[src/rtl/rv_pkg.sv]
// Shared types and helpers for the operand-fetch slice: register addressing
// and the regfile read-port bundle.
package rv_pkg;

  localparam int XLEN  = 32;
  localparam int NREGS = 32;

  typedef logic [4:0] regaddr_t;

  typedef struct packed {
    regaddr_t rs1;
    regaddr_t rs2;
  } rf_read_t;

  // x0 never maps to a bit, so it can never be marked busy.
  function automatic logic [NREGS-1:0] reg_onehot(input regaddr_t a, input logic en);
    logic [NREGS-1:0] m;
    m = '0;
    if (en && (a != '0)) m[a] = 1'b1;
    return m;
  endfunction

endpackage

[src/rtl/rv_scoreboard.sv]
// Busy-register scoreboard: one bit per architectural register, set on issue,
// cleared by writeback, with a combinational lookup of three addresses.
module rv_scoreboard
  import rv_pkg::*;
(
  input  logic       i_clk,
  input  logic       i_reset_n,
  input  logic       set_i,
  input  regaddr_t   set_rd_i,
  input  logic       clr_i,
  input  regaddr_t   clr_rd_i,
  input  regaddr_t   look_rs1_i,
  input  regaddr_t   look_rs2_i,
  input  regaddr_t   look_rd_i,
  output logic [2:0] busy_o
);

  logic [NREGS-1:0] busy_q;
  logic [NREGS-1:0] busy_d;

  // Set is applied after clear so a same-cycle set/clear of one reg stays busy.
  always_comb begin
    busy_d = (busy_q & ~reg_onehot(clr_rd_i, clr_i)) | reg_onehot(set_rd_i, set_i);
  end

  always_ff @(posedge i_clk) begin
    if (!i_reset_n) busy_q <= '0;
    else            busy_q <= busy_d;
  end

  // A register being written back this cycle reads as free; the bypass path
  // delivers its value to the reader.
  function automatic logic lookup(input logic [NREGS-1:0] busy, input regaddr_t a,
                                  input logic clr, input regaddr_t clr_rd);
    return busy[a] && (a != '0) && !(clr && (clr_rd == a));
  endfunction

  always_comb begin
    busy_o[0] = lookup(busy_q, look_rs1_i, clr_i, clr_rd_i);
    busy_o[1] = lookup(busy_q, look_rs2_i, clr_i, clr_rd_i);
    busy_o[2] = lookup(busy_q, look_rd_i,  clr_i, clr_rd_i);
  end

endmodule

[src/rtl/rv_opfetch.sv]
// Operand-fetch stage: two-entry pipeline (regfile read, output) between decode
// and execute, with writeback bypass, x0 forcing and scoreboard hazard blocking.
module rv_opfetch #(
  parameter int XLEN      = rv_pkg::XLEN,
  parameter int PAYLOAD_W = 64
) (
  input  logic                 i_clk,
  input  logic                 i_reset_n,
  input  logic                 i_flush,
  input  logic                 i_dec_valid,
  output logic                 o_dec_ready,
  input  logic [4:0]           i_dec_rs1,
  input  logic [4:0]           i_dec_rs2,
  input  logic [4:0]           i_dec_rd,
  input  logic                 i_dec_rd_wr,
  input  logic [PAYLOAD_W-1:0] i_dec_pl,
  output logic [4:0]           o_rf_rs1,
  output logic [4:0]           o_rf_rs2,
  input  logic [XLEN-1:0]      i_rf_data1,
  input  logic [XLEN-1:0]      i_rf_data2,
  input  logic                 i_wb_write,
  input  logic [4:0]           i_wb_rd,
  input  logic [XLEN-1:0]      i_wb_data,
  output logic                 o_ex_valid,
  input  logic                 i_ex_ready,
  output logic [XLEN-1:0]      o_ex_op1,
  output logic [XLEN-1:0]      o_ex_op2,
  output logic [4:0]           o_ex_rd,
  output logic                 o_ex_rd_wr,
  output logic [PAYLOAD_W-1:0] o_ex_pl
);

  import rv_pkg::*;

  logic                 s1_vld_q;
  rf_read_t             s1_rs_q;
  regaddr_t             s1_rd_q;
  logic                 s1_rd_wr_q;
  logic [PAYLOAD_W-1:0] s1_pl_q;
  logic                 s1_byp1_q, s1_byp2_q;
  logic [XLEN-1:0]      s1_bdata1_q, s1_bdata2_q;

  logic                 s2_vld_q;
  logic [XLEN-1:0]      s2_op1_q, s2_op2_q;
  regaddr_t             s2_rd_q;
  logic                 s2_rd_wr_q;
  logic [PAYLOAD_W-1:0] s2_pl_q;

  logic       s2_adv, s1_adv, issue, accept, hazard, dec_ready;
  logic [2:0] sb_busy;
  rf_read_t   rf_rd;
  logic [XLEN-1:0] op1_d, op2_d;

  function automatic logic pipe_hit(input regaddr_t a, input logic vld,
                                    input logic wr, input regaddr_t rd);
    return vld && wr && (rd == a);
  endfunction

  function automatic logic [XLEN-1:0] operand(input regaddr_t rs, input logic byp,
                                              input logic [XLEN-1:0] bdata,
                                              input logic [XLEN-1:0] rfdata);
    if (rs == '0) return '0;
    return byp ? bdata : rfdata;
  endfunction

  function automatic logic conflict(input regaddr_t a, input logic busy,
                                    input logic v1, input logic w1, input regaddr_t r1,
                                    input logic v2, input logic w2, input regaddr_t r2);
    return (a != '0) && (busy || pipe_hit(a, v1, w1, r1) || pipe_hit(a, v2, w2, r2));
  endfunction

  rv_scoreboard u_sb (
    .i_clk      (i_clk),
    .i_reset_n  (i_reset_n),
    .set_i      (issue && s2_rd_wr_q),
    .set_rd_i   (s2_rd_q),
    .clr_i      (i_wb_write),
    .clr_rd_i   (i_wb_rd),
    .look_rs1_i (i_dec_rs1),
    .look_rs2_i (i_dec_rs2),
    .look_rd_i  (i_dec_rd),
    .busy_o     (sb_busy)
  );

  always_comb begin
    s2_adv = !s2_vld_q || i_ex_ready;
    s1_adv = s2_adv;
    issue  = s2_vld_q && i_ex_ready;
    hazard = i_dec_valid && (
             conflict(i_dec_rs1, sb_busy[0], s1_vld_q, s1_rd_wr_q, s1_rd_q,
                      s2_vld_q, s2_rd_wr_q, s2_rd_q) ||
             conflict(i_dec_rs2, sb_busy[1], s1_vld_q, s1_rd_wr_q, s1_rd_q,
                      s2_vld_q, s2_rd_wr_q, s2_rd_q) ||
             (i_dec_rd_wr &&
              conflict(i_dec_rd, sb_busy[2], s1_vld_q, s1_rd_wr_q, s1_rd_q,
                       s2_vld_q, s2_rd_wr_q, s2_rd_q)));
    dec_ready = (!s1_vld_q || s1_adv) && !hazard && !i_flush && i_reset_n;
    accept    = i_dec_valid && dec_ready;
    // A held S1 keeps re-reading its sources so late writebacks are picked up.
    if (!i_reset_n)  rf_rd = '0;
    else if (accept) rf_rd = '{rs1: i_dec_rs1, rs2: i_dec_rs2};
    else             rf_rd = s1_rs_q;
    op1_d = operand(s1_rs_q.rs1, s1_byp1_q, s1_bdata1_q, i_rf_data1);
    op2_d = operand(s1_rs_q.rs2, s1_byp2_q, s1_bdata2_q, i_rf_data2);
  end

  // S1: regfile read stage
  always_ff @(posedge i_clk) begin
    if (!i_reset_n) begin
      s1_vld_q    <= 1'b0;
      s1_rs_q     <= '0;
      s1_rd_q     <= '0;
      s1_rd_wr_q  <= 1'b0;
      s1_pl_q     <= '0;
      s1_byp1_q   <= 1'b0;
      s1_byp2_q   <= 1'b0;
      s1_bdata1_q <= '0;
      s1_bdata2_q <= '0;
    end else begin
      // The regfile read this edge misses a write landing on the same edge.
      s1_byp1_q   <= i_wb_write && (i_wb_rd != '0) && (i_wb_rd == rf_rd.rs1);
      s1_byp2_q   <= i_wb_write && (i_wb_rd != '0) && (i_wb_rd == rf_rd.rs2);
      s1_bdata1_q <= i_wb_data;
      s1_bdata2_q <= i_wb_data;
      if (i_flush)                    s1_vld_q <= 1'b0;
      else if (s1_adv || !s1_vld_q)   s1_vld_q <= accept;
      if (accept) begin
        s1_rs_q    <= rf_rd;
        s1_rd_q    <= i_dec_rd;
        s1_rd_wr_q <= i_dec_rd_wr;
        s1_pl_q    <= i_dec_pl;
      end
    end
  end

  // S2: output stage toward execute
  always_ff @(posedge i_clk) begin
    if (!i_reset_n) begin
      s2_vld_q   <= 1'b0;
      s2_op1_q   <= '0;
      s2_op2_q   <= '0;
      s2_rd_q    <= '0;
      s2_rd_wr_q <= 1'b0;
      s2_pl_q    <= '0;
    end else begin
      if (i_flush)     s2_vld_q <= 1'b0;
      else if (s2_adv) s2_vld_q <= s1_vld_q;
      if (s2_adv && s1_vld_q) begin
        s2_op1_q   <= op1_d;
        s2_op2_q   <= op2_d;
        s2_rd_q    <= s1_rd_q;
        s2_rd_wr_q <= s1_rd_wr_q;
        s2_pl_q    <= s1_pl_q;
      end
    end
  end

  assign o_dec_ready = dec_ready;
  assign o_rf_rs1    = rf_rd.rs1;
  assign o_rf_rs2    = rf_rd.rs2;
  assign o_ex_valid  = s2_vld_q;
  assign o_ex_op1    = s2_op1_q;
  assign o_ex_op2    = s2_op2_q;
  assign o_ex_rd     = s2_rd_q;
  assign o_ex_rd_wr  = s2_rd_wr_q;
  assign o_ex_pl     = s2_pl_q;

endmodule

[config.mk]
export PLATFORM = sky130hd
export DESIGN_NAME = rv_opfetch
export DESIGN_NICKNAME = d
export VERILOG_FILES = /design/src/rtl/rv_pkg.sv /design/src/rtl/rv_scoreboard.sv /design/src/rtl/rv_opfetch.sv
export SDC_FILE = /design/constraint.sdc
export NUM_CORES = 1
export LEC_CHECK = 0
export ABC_AREA = 0
export BUFFER_PORTS_ARGS = -buffer_cell sky130_fd_sc_hd__buf_2
export CAP_MARGIN = 20
export CORE_UTILIZATION = 57
export CTS_BUF_LIST = sky130_fd_sc_hd__clkbuf_4 sky130_fd_sc_hd__clkbuf_8 sky130_fd_sc_hd__clkbuf_16
export CTS_CLUSTER_DIAMETER = 30
export DETAILED_ROUTE_END_ITERATION = 10
export GPL_TIMING_DRIVEN = 0
export PLACE_DENSITY = 0.86
export SLEW_MARGIN = 20
export SYNTH_ARGS = -nofsm -noshare
export SYNTH_HDL_FRONTEND = slang
export SYNTH_SLANG_ARGS = --single-unit
export TNS_END_PERCENT = 30
[constraint.sdc]
create_clock -name i_clk -period 7.6 [get_ports i_clk]
set_input_delay 1.52 -clock i_clk [delete_from_list [all_inputs] [get_ports i_clk]]
set_output_delay 1.52 -clock i_clk [all_outputs]
set_load 0.03 [all_outputs]
======== Word level (Yosys, flattened, before mapping) ========
Index checks and enable logic that the tools add are counted.
operators by class
  $lt $le $gt $ge ......................... 7
  equality and inequality tests ........... 11
  mux-type cells .......................... 22
  bitwise gates (word level) .............. 4
  reduce and logical (&&, ||, !) cells .... 60
operators by type and width
  kind                  number
  $mux W32              8
  $eq A5 B5 Y1          11
  $logic_and A1 B1 Y1   35
  $and A32 B32 Y32      1
  $not A32 Y32          1
  $or A32 B32 Y32       1
  $lt A5 B6 Y1 const B  5
  $reduce_bool A5 Y1    5
  $mux W10              2
  $bmux W1 S5           3
  $demux W1 S5          2
  $ge A5 B1 Y1 const B  2
  $logic_not A5 Y1      2
  $logic_or A1 B1 Y1    10
  $logic_not A1 Y1      7
  $mux W1               7
  $reduce_or A2 Y1      1
  $not A1 Y1            1
storage, ports and cells
  bits in registers ....................... 282
  input port bits ......................... 187
  output and inout port bits .............. 146

======== Depth between registers and ports, before layout ========
Gate-level depths: netlist of the first run.
  depth in word-level cells ............... 19
  mapped depth ............................ 13

======== Cells and area by module ========
Synthesis of the first run repeated with hierarchy kept, for this count alone.
second synthesis, totals
  cell total of the unflattened synthesis .. 1,392
  area, all modules ....................... 12,065.3 um^2
by module, submodules not included
  module         instances  cells each  area an instance (um^2)  seq. area each (um^2)
  rv_opfetch     1          1,116       9,658.0                  5,004.8
  rv_scoreboard  1          276         2,407.3                  640.6

======== Worst setup path after synthesis of the first run ========
No wires, ideal clock.
  path type ............................... input to output
  from .................................... in i_dec_rs2[1]
  to ...................................... out o_rf_rs2[3]
  arrival ................................. 3,884 ps
  path slack .............................. 2,196 ps
  cell stages on the path ................. 8
  cell sequence ........................... buf_2 -> mux4_2 -> mux4_2 -> o211ai_1 -> o211a_1 -> buf_4 -> nand3_1 -> a21oi_1
on the way
  cells in the longest elaborated chain, start to end .. 17
  elaborated cells on any way between the ends .. 25
  classes of those cells .................. eq/ne (3); mux (4); reduce/logical (18)
RTL lines
  what                                                                  RTL line             RTL
  start, declared                                                       rv_opfetch.sv:13     input logic [4:0] i_dec_rs2,
  $bmux W1 S5 or $eq A5 B5 Y1 (tied branches)                           rv_scoreboard.sv:35  return busy[a] && (a != '0) && !(clr && (clr_rd == a));
  $mux W1 (not written as such) or $logic_and A1 B1 Y1 (tied branches)  rv_scoreboard.sv:35
  $logic_and A1 B1 Y1 or $logic_not A1 Y1 (tied branches)               rv_scoreboard.sv:35
  $logic_and A1 B1 Y1                                                   rv_scoreboard.sv:35
  $logic_or A1 B1 Y1 (2 in series)                                      rv_opfetch.sv:69     return (a != '0) && (busy || pipe_hit(a, v1, w1, r1) || pipe_hit(a, v2, w2, r2));
  $logic_and A1 B1 Y1 *                                                 rv_opfetch.sv:69
  $logic_or A1 B1 Y1 *                                                  rv_opfetch.sv:91     s2_vld_q, s2_rd_wr_q, s2_rd_q) ||
  $logic_or A1 B1 Y1 *                                                  rv_opfetch.sv:93     s2_vld_q, s2_rd_wr_q, s2_rd_q) ||
  $logic_and A1 B1 Y1 *                                                 rv_opfetch.sv:89     hazard = i_dec_valid && (
  $logic_not A1 Y1 *                                                    rv_opfetch.sv:97     dec_ready = (!s1_vld_q || s1_adv) && !hazard && !i_flush && i_reset_n;
  $logic_and A1 B1 Y1 * (3 in series)                                   rv_opfetch.sv:97
  $logic_and A1 B1 Y1 *                                                 rv_opfetch.sv:98     accept = i_dec_valid && dec_ready;
  $mux W10 *                                                            rv_opfetch.sv:101    else if (accept) rf_rd = '{rs1: i_dec_rs1, rs2: i_dec_rs2};
  $mux W10 *                                                            rv_opfetch.sv:100    if (!i_reset_n) rf_rd = '0;
  end, declared                                                         rv_opfetch.sv:18     output logic [4:0] o_rf_rs2,
Mark *: on every way between the ends. The rest lies on a longest branch, timed or not. The select of a mux whose other input is x is not followed.

======== Final worst setup path of the first run ========
  from .................................... in i_dec_rd[2]
  to ...................................... out o_rf_rs2[3]
on the way
  cells in the longest elaborated chain, start to end .. 17
  elaborated cells on any way between the ends .. 25
  classes of those cells .................. eq/ne (3); mux (4); reduce/logical (18)
RTL lines
  what                                                                  RTL line             RTL
  start, declared                                                       rv_opfetch.sv:14     input logic [4:0] i_dec_rd,
  $bmux W1 S5 or $eq A5 B5 Y1 (tied branches)                           rv_scoreboard.sv:35
  $mux W1 (not written as such) or $logic_and A1 B1 Y1 (tied branches)  rv_scoreboard.sv:35
  $logic_and A1 B1 Y1 or $logic_not A1 Y1 (tied branches)               rv_scoreboard.sv:35
  $logic_and A1 B1 Y1                                                   rv_scoreboard.sv:35
  $logic_or A1 B1 Y1 (2 in series)                                      rv_opfetch.sv:69
  $logic_and A1 B1 Y1 *                                                 rv_opfetch.sv:69
  $logic_and A1 B1 Y1 *                                                 rv_opfetch.sv:94     (i_dec_rd_wr &&
  $logic_or A1 B1 Y1 *                                                  rv_opfetch.sv:93
  $logic_and A1 B1 Y1 *                                                 rv_opfetch.sv:89
  $logic_not A1 Y1 *                                                    rv_opfetch.sv:97
  $logic_and A1 B1 Y1 * (3 in series)                                   rv_opfetch.sv:97
  $logic_and A1 B1 Y1 *                                                 rv_opfetch.sv:98
  $mux W10 *                                                            rv_opfetch.sv:101
  $mux W10 *                                                            rv_opfetch.sv:100
Marked as above.

==> results of run 1 <==
-- stage by stage --
stage / total power (W) / util, % / cells / hold slack, ns
2_1_floorplan: 0.001692 / - / 1329 / 0.4316
3_3_place_gp: 0.001786 / 67.42 / 1925 / 0.4371
3_5_place_dp: 0.001792 / 67.42 / 1925 / 0.4432
4_1_cts: 0.004163 / 76.19 / 2016 / 0.4485
5_1_grt: 0.004255 / 76.22 / 2016 / 0.4575
6_report: 0.004154 / 76.22 / 2016 / 0.4426
-- critical path, delay by kind of cell --
family | cells | cell delay (ns)
AOI/OAI and AO/OA | 4 | 1.11
buffers and inverters | 4 | 0.92
muxes | 2 | 0.65
and+or+nand+nor | 1 | 0.10
-- cells in the final DEF, fill, tap and decap left out, drive strengths merged, types with 2 or more instances in the layout --
master	Yosys	layout
or4b	2	2
or2	4	4
clkbuf	82	146
nor2	153	153
or3	3	3
mux2i	84	84
nor3	6	6
nor4	12	12
and2	37	37
buf	30	351
and3b	2	2
o211ai	7	7
a22oi	66	66
mux2	67	67
a32oi	3	3
and3	5	5
a21oi	119	119
xor2	38	38
inv	5	8
nand3	16	16
clkinv	1	10
bufinv	0	9
xnor2	10	10
dfxtp	282	282
nand2b	2	2
mux4	19	19
nand4	4	4
nor2b	5	5
clkinvlp	0	6
nor3b	3	3
nand2	195	195
or3b	3	3
nand3b	7	7
o21ai	39	39
-- sequential cells by signal, indices dropped and copies added, names as in the netlist --
register     flops
o_ex_op1        32
s1_rd_q          5
s1_byp1_q        1
u_sb.busy_q     32
s1_byp2_q        1
o_ex_op2        32
s1_rd_wr_q       1
o_ex_valid       1
s1_rs_q         10
o_ex_pl         64
o_ex_rd          5
s1_bdata2_q     32
s1_vld_q         1
o_ex_rd_wr       1
s1_pl_q         64
-- kinds of logic (layout without fill, tap and decap cells) --
group	after synthesis	after routing
compound gates	250	250
xor+xnor	48	48
buf+inv	118	530
flops	282	282
mux	170	170
simple gates	461	461
-- final cells by class --
cell class / instances / area, um^2 / share of cell area, %
Multi-Input combinational cell: 929 / 6048 / 37.87
Sequential cell: 282 / 5645 / 35.34
Timing Repair Buffer: 321 / 1607 / 10.06
Clock buffer: 64 / 1418 / 8.875
Buffer: 112 / 467.9 / 2.930
Clock inverter: 27 / 420.4 / 2.632
Tap cell: 275 / 344.1 / 2.154
Inverter: 6 / 22.52 / 0.1410
-- worst min path at each step --
stage,cells past startpoint,slack [ns],startpoint,to
after global routing,2,0.46,s1_pl_q[3]$_SDFFE_PN0P_,o_ex_pl[3]$_SDFFE_PN0P_
after floorplan,2,0.43,s1_pl_q[0]$_SDFFE_PN0P_,o_ex_pl[0]$_SDFFE_PN0P_
after CTS,2,0.45,s1_pl_q[54]$_SDFFE_PN0P_,o_ex_pl[54]$_SDFFE_PN0P_
final,2,0.44,s1_pl_q[54]$_SDFFE_PN0P_,o_ex_pl[54]$_SDFFE_PN0P_
after global placement,2,0.44,s1_pl_q[42]$_SDFFE_PN0P_,o_ex_pl[42]$_SDFFE_PN0P_
after detailed placement,2,0.44,s1_pl_q[3]$_SDFFE_PN0P_,o_ex_pl[3]$_SDFFE_PN0P_
-- power groups by stage --
stage | registers (W) | clock network (W) | logic [W]
after floorplan | 0.00154 | 0 | 0.000147
final | 0.00152 | 0.00238 | 0.000255
after global placement | 0.00154 | 0 | 0.000241
after global routing | 0.00152 | 0.00247 | 0.000271
after CTS | 0.00152 | 0.00239 | 0.000251
after detailed placement | 0.00155 | 0 | 0.000246
-- metal layers --
metal	GRT usage [%]	wire length, um	part of all wire [%]
met3	8.221	3763	9.4
met2	60.07	19310	48
met5	0	17	0.042
met4	20.10	2214	5.5
met1	39.81	14790	37
==> flow_summary.toml, run 1 <==
[logic_synthesis]
syn-cell-area_um2 = 12180
yosys.cell_types.count = 61
synth-async-reset-ratio_pct = 0
synth_top_family_by_area = "simple AND/OR/NAND/NOR gates"
synth_compound_area_share_pct = 12.64
synth_edf_count = 0
synth_cells = 1329
synthMuxAreaShare_pct = 16.64
avgSynthCellArea_um2 = 9.163
ys_seq_area_share_pct = 46.36
yosys.area.top_type = "dfxtp_1"
synth_area_leaders = "dfxtp_1 46%, mux2i_1 6.9%, mux2_2 6.2%, nand2_1 6.0%, a21oi_1 4.9%"
synth_most_common_cell = "dfxtp_1"
synthSimpleGateAreaFrac_pct = 16.88
synth_seq_cells = 282
yosysWarnings = 0
synthXorXnorAreaFrac_pct = 3.452
yosys.area_share.adder_pct = 0
synth_common_cells = "282 x dfxtp_1, 195 x nand2_1, 153 x nor2_1, 119 x a21oi_1, 84 x mux2i_1"
synth_top_area_share_pct = 46.36
ys.flop_type = "dfxtp_1"
syn-num-nets = 1516

[timing]
final-setup-viol-count = 0
fin_skew_ns = 0.02390
hold_viol_final = 0
setup_slack_ns = 1.774
relSlewSlack_pct = 25.21
finalMaxSlewViolations = 0
fin_setup_tns_ns = 0
fmax_mhz = 171.6
rsz0062_at_grt = "false"
period_minus_slack_ns = 5.826
fin_crit_sh_pct = 76.66
worst_pin_slew_ns = 1.113

[placed_design]
portBuffers = 321
post-place-ws_ns = 1.889
dpl-instance-area_um2 = 14130
dp_hpwl_um = 27460
gp_congestion = 0.9531

[cts]
postCtsHoldBufs = 0
h-tree-depth = 2
cts_tree = "built"
insertion_delay_ns = 0.55
cts_buffers = 50
path_clk_slew_ns = 0.06
clock_sinks = 282
ctsResizeCount = 0
clockBufferDepth = 3
root_buffer = "clkbuf_16"
post_cts_buffers = 0

[floorplan]
fp-row-count = 53
initial_core_util_pct = 58.11
fp.coreArea_um2 = 20960
dieArea_um2 = 21950
die_x_um = 148.2
dieHeight_um = 148.2
boundaryPins = 333

[drt]
antenna_left = 0
first_pass_iters = 5
vias_per_cell = 5.854
drtIter0Drc = 918
wirelength_um = 40100
num_vias = 11800
wire_per_inst_um = 19.89
drc = 0

[critical_path]
crit_end = "o_rf_rs2[3]"
regToRegStartpoint = "o_ex_rd[0]$_SDFFE_PN0P_"
cp-start-kind = "primary input"
crit_chain = "buf_2, buf_2, mux4_2, mux2_2, a22oi_1, a31o_1, o21a_2, buf_6, nand3_1, a21oi_1, buf_2"
worst-path-max-fanout = 10
ff2ff_path_depth = 10
r2r-end = "s1_byp1_q$_SDFF_PN0_"
r2r_setup_slack_ns = 4.01
cp_slowest_cell = "mux4_2"
end_kind = "output port"
crit_top_cell = "buf_2"
cp_slowest_stage_delay_ns = 0.37
worst_ep_arrival_time_ns = 4.31
path_class = "primary input to output port"
cp-startpoint = "i_dec_rd[2]"
critical_path_required_ns = 6.08

[grt]
grt_pass1_wl_um = 60220
gr-total-overflow = 0
antenna_found_initial = 1
grt_max_degree = 14
track_usage_pct = 34.98
grt_pass1_vias = 11550

[power_and_ir_drop]
leakagePower_nw = 7.192
swShare_pct = 22.10
pwr-share-clk_pct = 57.3
peakVddDrop_v = 0.0002776
p_int_w = 0.003236
powerDensity_nw_per_um2 = 260.1
p_sw_w = 0.0009180
pwr-share-seq_pct = 36.5
power_frac_comb_pct = 6.1

[layout]
layout-drive-gt1-share_pct = 31.02
antenna_cells = 0
final_nets = 1889
fill_cells = 1394
fin_area_um2 = 15970
areaGrowthSynthToFinish_pct = 31.16

[outcome]
outcome = "finished, final reports clean"

[min_path]
hold_class = "flip-flop to flip-flop"

[job]
maxCapViolCount = 0
Note: power is estimated with default switching activity, not from simulation.
==> run 2: changes to the inputs <==
--- a/config.mk
+++ b/config.mk
@@ -8,12 +8,12 @@
 export ABC_AREA = 0
 export BUFFER_PORTS_ARGS = -buffer_cell sky130_fd_sc_hd__buf_2
 export CAP_MARGIN = 20
-export CORE_UTILIZATION = 57
+export CORE_UTILIZATION = 48
 export CTS_BUF_LIST = sky130_fd_sc_hd__clkbuf_4 sky130_fd_sc_hd__clkbuf_8 sky130_fd_sc_hd__clkbuf_16
 export CTS_CLUSTER_DIAMETER = 30
 export DETAILED_ROUTE_END_ITERATION = 10
 export GPL_TIMING_DRIVEN = 0
-export PLACE_DENSITY = 0.86
+export PLACE_DENSITY = 0.77
 export SLEW_MARGIN = 20
 export SYNTH_ARGS = -nofsm -noshare
 export SYNTH_HDL_FRONTEND = slang
==> constraint.sdc (replaced) <==
create_clock -name i_clk -period 5.27 [get_ports i_clk]
set_input_delay 1.054 -clock i_clk [delete_from_list [all_inputs] [get_ports i_clk]]
set_output_delay 1.054 -clock i_clk [all_outputs]
set_load 0.03 [all_outputs]
==> run 2 against run 1 <==
  * Global-route usage fell by 5.1 points
  * Largest power group unchanged
  * Cell area increased by 1.8%
  * Non-clock buffer count did not move
  * Sequential share of layout area down 0.64 points
  * Highest routed layer unchanged
  * Critical endpoint is now o_rf_rs1[3]
==> flow_summary.toml, run 2 (synthesis gave the netlist of run 1 again) <==
[cts]
ctsResizeCount = 0
clock_sinks = 282
insertion_delay_ns = 0.57
postCtsHoldBufs = 0
clockBufferDepth = 3
path_clk_slew_ns = 0.05
cts_buffers = 56
h-tree-depth = 2
cts_tree = "built"
post_cts_buffers = 0
root_buffer = "clkbuf_16"

[power_and_ir_drop]
leakagePower_nw = 7.308
powerDensity_nw_per_um2 = 389.8
swShare_pct = 22.75
p_sw_w = 0.001443
peakVddDrop_v = 0.0002945
pwr-share-clk_pct = 59.7
power_frac_comb_pct = 5.7
p_total_w = 0.006341
p_int_w = 0.004898
pwr-share-seq_pct = 34.5

[drt]
wire_per_inst_um = 19.27
drc = 0
wirelength_um = 40060
vias_per_cell = 5.552
num_vias = 11540
drtIter0Drc = 898
first_pass_iters = 6
antenna_left = 0

[placed_design]
placed_cells = 1974
portBuffers = 321
dp_hpwl_um = 28480
gp_congestion = 0.9247

[grt]
grt_pass1_wl_um = 61100
track_usage_pct = 29.87
antenna_found_initial = 2
grt_pass1_vias = 11420
gr-total-overflow = 0
grt_max_degree = 17

[critical_path]
worstSetupPathDepth = 11
cp_slowest_cell = "mux4_2"
path_class = "primary input to output port"
worst_ep_arrival_time_ns = 3.75
cp_num_buf_inv = 4
critical_path_required_ns = 4.22
path_delay_family = "compound AO/OA/AOI/OAI gates"
worst-path-max-fanout = 10
ff2ff_path_depth = 11
crit_top_cell = "buf_2"
cp-start-kind = "primary input"
cp_slowest_stage_delay_ns = 0.35
end_kind = "output port"
crit_chain = "buf_2, buf_2, mux4_2, mux2_2, a22oi_1, a31o_1, o21a_2, buf_6, nand3_1, a21oi_1, buf_2"
r2r_setup_slack_ns = 1.67

[timing]
worst_pin_slew_ns = 1.130
fmax_mhz = 208.1
fin_skew_ns = 0.03977
rsz0062_at_grt = "false"
fin_crit_sh_pct = 91.20
fin_setup_tns_ns = 0
period_minus_slack_ns = 4.806
hold_viol_final = 0
relSlewSlack_pct = 24.09
final-setup-viol-count = 0
finalMaxSlewViolations = 0

[floorplan]
boundaryPins = 333
die_x_um = 161.3
initial_core_util_pct = 49.49
fp.coreArea_um2 = 24600
fp-row-count = 57
dieArea_um2 = 26010
dieHeight_um = 161.3

[layout]
areaGrowthSynthToFinish_pct = 33.58
finalNonFillerCells = 2079
mostFrequentLayoutCells = "341 x buf_2, 282 x dfxtp_1, 195 x nand2_1, 153 x nor2_1, 119 x a21oi_1"
layout-drive-gt1-share_pct = 31.53
final_common_cell = "buf_2"
final_nets = 1895

[min_path]
hold_class = "flip-flop to flip-flop"
holdPathStages = 2

[job]
maxCapViolCount = 0

[outcome]
outcome = "finished, final reports clean"
-- run 2: cell count changes in the layout (fill, tap and decap cells not counted) --
cell,before,now
diode_2,0,1
clkinv_4,3,6
clkinvlp_4,6,5
inv_6,3,7
clkinv_16,0,1
clkbuf_8,7,10
clkbuf_16,51,56
clkinv_8,2,0
inv_16,0,1
clkbuf_4,6,5
-- run 2: power groups by stage --
stage                     combinational (W)  sequential, W  clock, W
after global placement             0.000350        0.00223         0
after detailed placement           0.000356        0.00223         0
after CTS                          0.000361        0.00219   0.00382
after global routing               0.000391        0.00219   0.00392
final                              0.000363        0.00219   0.00379
after floorplan                    0.000213        0.00223         0
-- run 2: metal layers --
metal	GRT usage [%]	share of wire [%]	up-vias	routed length, um
li1	-	-	5371	-
met2	51.35	48	627	19310
met4	11.11	3.2	2	1293
met5	0	0.032	-	13
met1	36.15	39	5441	15530
met3	7.139	9.8	102	3907
-- run 2: worst reg2reg max path, stage by stage, from the launching register on --
cell and delay [ns]:
dfxtp_1 0.47, clkbuf_1 0.47, xor2_1 0.20, nor4_1 0.07, a32oi_1 0.35, o32a_1 0.31
o211a_1 0.23, buf_4 0.20, nand4_4 0.14, nand3_1 0.11, or4b_1 0.44, nor4_1 0.44
-- run 2: metrics by stage --
step / hold slack, ns / setup slack, ns / area, um^2 / util (%)
global placement: 0.4359 / 0.5047 / 14190 / 57.67
CTS: 0.4516 / 0.5011 / 16260 / 66.10
floorplan: 0.4316 / 0.7981 / 12180 / -
detailed placement: 0.4446 / 0.5207 / 14200 / 57.70
global route: 0.4687 / 0.3412 / 16260 / 66.10
finish: 0.4437 / 0.4639 / 16270 / 66.11
-- run 2: final cells by class --
type | count | area [um^2]
diodes | 1 | 2.502
plain buffers | 112 | 467.9
clock buffers | 71 | 1577
clock inverters | 33 | 491.7
fillers | 1976 | 8338
inverters | 6 | 22.52
multi-input cells | 929 | 6048
flip-flops and latches | 282 | 5645
well taps | 324 | 405.4
repair buffers | 321 | 1607
-- run 2: worst paths after layout --
| check | from | to |
|---|---|---|
| setup reg to reg | o_ex_rd[3]$_SDFFE_PN0P_ | s1_byp1_q$_SDFF_PN0_ |
| hold / removal | s1_pl_q[26]$_SDFFE_PN0P_ | o_ex_pl[26]$_SDFFE_PN0P_ |
| setup / recovery | i_dec_rd[2] | o_rf_rs1[3] |
| hold reg to reg | s1_pl_q[26]$_SDFFE_PN0P_ | o_ex_pl[26]$_SDFFE_PN0P_ |
==> run 3: changes to the inputs <==
--- a/config.mk
+++ b/config.mk
@@ -5,7 +5,7 @@
 export SDC_FILE = /design/constraint.sdc
 export NUM_CORES = 1
 export LEC_CHECK = 0
-export ABC_AREA = 0
+export ABC_AREA = 1
 export BUFFER_PORTS_ARGS = -buffer_cell sky130_fd_sc_hd__buf_2
 export CAP_MARGIN = 20
 export CORE_UTILIZATION = 48
@@ -14,6 +14,7 @@
 export DETAILED_ROUTE_END_ITERATION = 10
 export GPL_TIMING_DRIVEN = 0
 export PLACE_DENSITY = 0.77
+export RECOVER_POWER = 25
 export SLEW_MARGIN = 20
 export SYNTH_ARGS = -nofsm -noshare
 export SYNTH_HDL_FRONTEND = slang
==> run 3 against run 2 <==
  * Via count grew 16%
  * Global-route usage grew 3.0 points
  * Register-to-register slack gained 0.74 ns
  * Maximum frequency grew 5.4%
  * Core utilization shrank 1.4 points
  * Sequential power is essentially flat
  * First-iteration DRC count grew 44%
  * Routed wire length grew 11%
==> flow_summary.toml, run 3 <==
[drt]
first_pass_iters = 8
wirelength_um = 44430
wire_per_inst_um = 18.26
drc = 0
antenna_left = 0
vias_per_cell = 5.527
num_vias = 13450
drtIter0Drc = 1295

[logic_synthesis]
synth_seq_cells = 282
synth_common_cells = "385 x nand2_1, 282 x dfxtp_1, 252 x a21oi_1, 176 x o21ai_0, 171 x inv_1"
yosysWarnings = 0
synth_cells = 1666
synth_most_common_cell = "nand2_1"
yosys.area.top_type = "dfxtp_1"
synth_top_area_share_pct = 45.85
synth_edf_count = 0
ys.flop_type = "dfxtp_1"
avgSynthCellArea_um2 = 7.390
synth-async-reset-ratio_pct = 0
ys_seq_area_share_pct = 45.85
syn-cell-area_um2 = 12310
yosys.cell_types.count = 35
synth_area_leaders = "dfxtp_1 46%, nand2_1 12%, a21oi_1 10%, o21ai_0 7.2%, mux2_2 5.9%"
syn-num-nets = 1853

[timing]
rsz0062_at_grt = "false"
whs_ns = 0.4521
worst_pin_slew_ns = 1.286
fin_setup_tns_ns = 0
period_minus_slack_ns = 4.561
fin_skew_ns = 0.03228
fmax_mhz = 219.2
fin_crit_sh_pct = 86.56
hold_viol_final = 0
final-setup-viol-count = 0
relSlewSlack_pct = 13.62
finalMaxSlewViolations = 0

[cts]
clockBufferDepth = 3
cts_tree = "built"
post_cts_buffers = 0
root_buffer = "clkbuf_16"
path_clk_slew_ns = 0.05
clock_sinks = 282
cts_buffers = 59
ctsResizeCount = 0
postCtsHoldBufs = 0
h-tree-depth = 2
insertion_delay_ns = 0.58

[job]
maxCapViolCount = 0

[min_path]
holdPathStages = 2
whs_endpoint = "s1_pl_q[62]$_SDFFE_PN0P_"
hp-start = "s1_pl_q[62]$_SDFFE_PN0P_"
hold_class = "flip-flop to flip-flop"

[floorplan]
dieHeight_um = 162.2
die_x_um = 162.2
fp-row-count = 58
initial_core_util_pct = 48.89
dieArea_um2 = 26290
boundaryPins = 333
fp.coreArea_um2 = 25180

[critical_path]
path_class = "primary input to output port"
r2r-end = "s1_pl_q[42]$_SDFFE_PN0P_"
end_kind = "output port"
regToRegStartpoint = "o_ex_rd[4]$_SDFFE_PN0P_"
critical_path_required_ns = 4.22
ff2ff_path_depth = 16
cp_num_buf_inv = 6
cp_slowest_stage_delay_ns = 0.40
path_delay_family = "buffers and inverters"
worst-path-max-fanout = 10
cp-start-kind = "primary input"
crit_chain = "clkbuf_1, inv_1, o22ai_1, nor2_1, nand3_1, nand2_1, inv_2, a21oi_1, nor2_4, nand3_4, buf_6, o21ai_1, nand2_1, inv_1, buf_2"
r2r_setup_slack_ns = 2.41
worst_ep_arrival_time_ns = 3.51
cp_slowest_cell = "clkbuf_1"

[power_and_ir_drop]
pwr-share-seq_pct = 35.3
pwr-share-clk_pct = 58.0
swShare_pct = 24.04
leakagePower_nw = 7.199
p_sw_w = 0.001498
p_int_w = 0.004734
powerDensity_nw_per_um2 = 382.2
power_frac_comb_pct = 6.7
peakVddDrop_v = 0.0002618

[placed_design]
dp_hpwl_um = 31820
portBuffers = 322
dpl-instance-area_um2 = 14350
gp_congestion = 0.9736

[layout]
final_common_cell = "nand2_1"
mostFrequentLayoutCells = "385 x nand2_1, 309 x buf_2, 282 x dfxtp_1, 252 x a21oi_1, 176 x o21ai_0"
final_nets = 2236
layout-drive-gt1-share_pct = 24.02
fin_area_um2 = 16310
areaGrowthSynthToFinish_pct = 32.45

[outcome]
outcome = "finished, final reports clean"

[grt]
gr-total-overflow = 0
grt_max_degree = 17
track_usage_pct = 32.90
grt_pass1_wl_um = 67900
grt_pass1_vias = 12760
antenna_found_initial = 4
## run 3: changes by cell type in the layout (fill, tap and decap cells not counted), sizes merged, moves of 41 or more
| cell | delta |
|---|---|
| mux2i | -84 |
| nand2 | +192 |
| nor2 | -126 |
| a21oi | +133 |
| inv | +164 |
| nand3 | +88 |
| o21ai | +142 |
| a22oi | -66 |
| clkbuf | +41 |
## run 3: kinds of logic (layout without fill, tap and decap cells)
| logic type | Yosys count | in the layout | synth area share (%) |
|---|---|---|---|
| simple gates | 551 | 551 | 18.77 |
| compound gates | 470 | 470 | 19.65 |
| buf+inv | 296 | 728 | 9.654 |
| flops | 282 | 282 | 45.85 |
| mux | 64 | 64 | 5.854 |
| xor+xnor | 3 | 3 | 0.2135 |
| other cells | 0 | 5 | 0 |
## run 3: power by group through the flow
| stage | logic, W | registers [W] | clock network, W |
|---|---|---|---|
| detailed placement | 0.000406 | 0.00224 | 0 |
| global route | 0.000454 | 0.00220 | 0.00375 |
| global placement | 0.000400 | 0.00224 | 0 |
| finish | 0.000420 | 0.00220 | 0.00361 |
| CTS | 0.000410 | 0.00220 | 0.00364 |
| floorplan | 0.000228 | 0.00224 | 0 |
## run 3: layout make-up
cell class	instances	area, um^2
fillers	2163	8875
flip-flops and latches	282	5645
multi-input cells	1088	5478
clock buffers	77	1698
repair buffers	322	1564
inverters	177	666.9
plain buffers	119	520.5
well taps	330	412.9
clock inverters	33	309.0
diodes	5	12.51
## run 3: how the worst max path moves through the flow
stage | depth (start not counted) | slack [ns] | to | from
2_1_floorplan | 16 | 1.48 | o_rf_rs1[2] | i_dec_rs1[0]
3_3_place_gp | 19 | 0.84 | o_rf_rs2[4] | i_dec_rs1[1]
3_5_place_dp | 19 | 0.83 | o_rf_rs2[4] | i_dec_rs1[1]
4_1_cts | 15 | 0.82 | o_rf_rs2[4] | i_dec_rd[3]
5_1_grt | 21 | 0.52 | o_rf_rs2[4] | i_dec_rs2[1]
6_report | 15 | 0.71 | o_rf_rs2[4] | i_dec_rd[3]
## run 3: worst reg2reg max path, delay by kind of cell, from the launching register on
family,cells,cell delay [ns]
buf+inv,5,1.16
simple gates,7,0.64
compound gates,4,0.62
flops,1,0.32
## run 3: layer usage
layer / GRT usage [%] / share of wire, % / up-vias
li1: - / - / 6297
met1: 40.63 / 40 / 6237
met2: 53.24 / 46 / 757
met3: 7.406 / 9.0 / 156
met4: 17.92 / 5.1 / 0
met5: 0 / 0 / -
## run 3: per-stage QoR
stage	instances	total power [W]	setup slack [ns]	utilization [%]
global route	2432	0.006409	0.5153	64.75
finish	2433	0.006233	0.7085	64.76
global placement	2318	0.002638	0.8419	56.93
CTS	2428	0.006245	0.8173	64.96
floorplan	1666	0.002473	1.485	-
detailed placement	2318	0.002645	0.8306	56.99
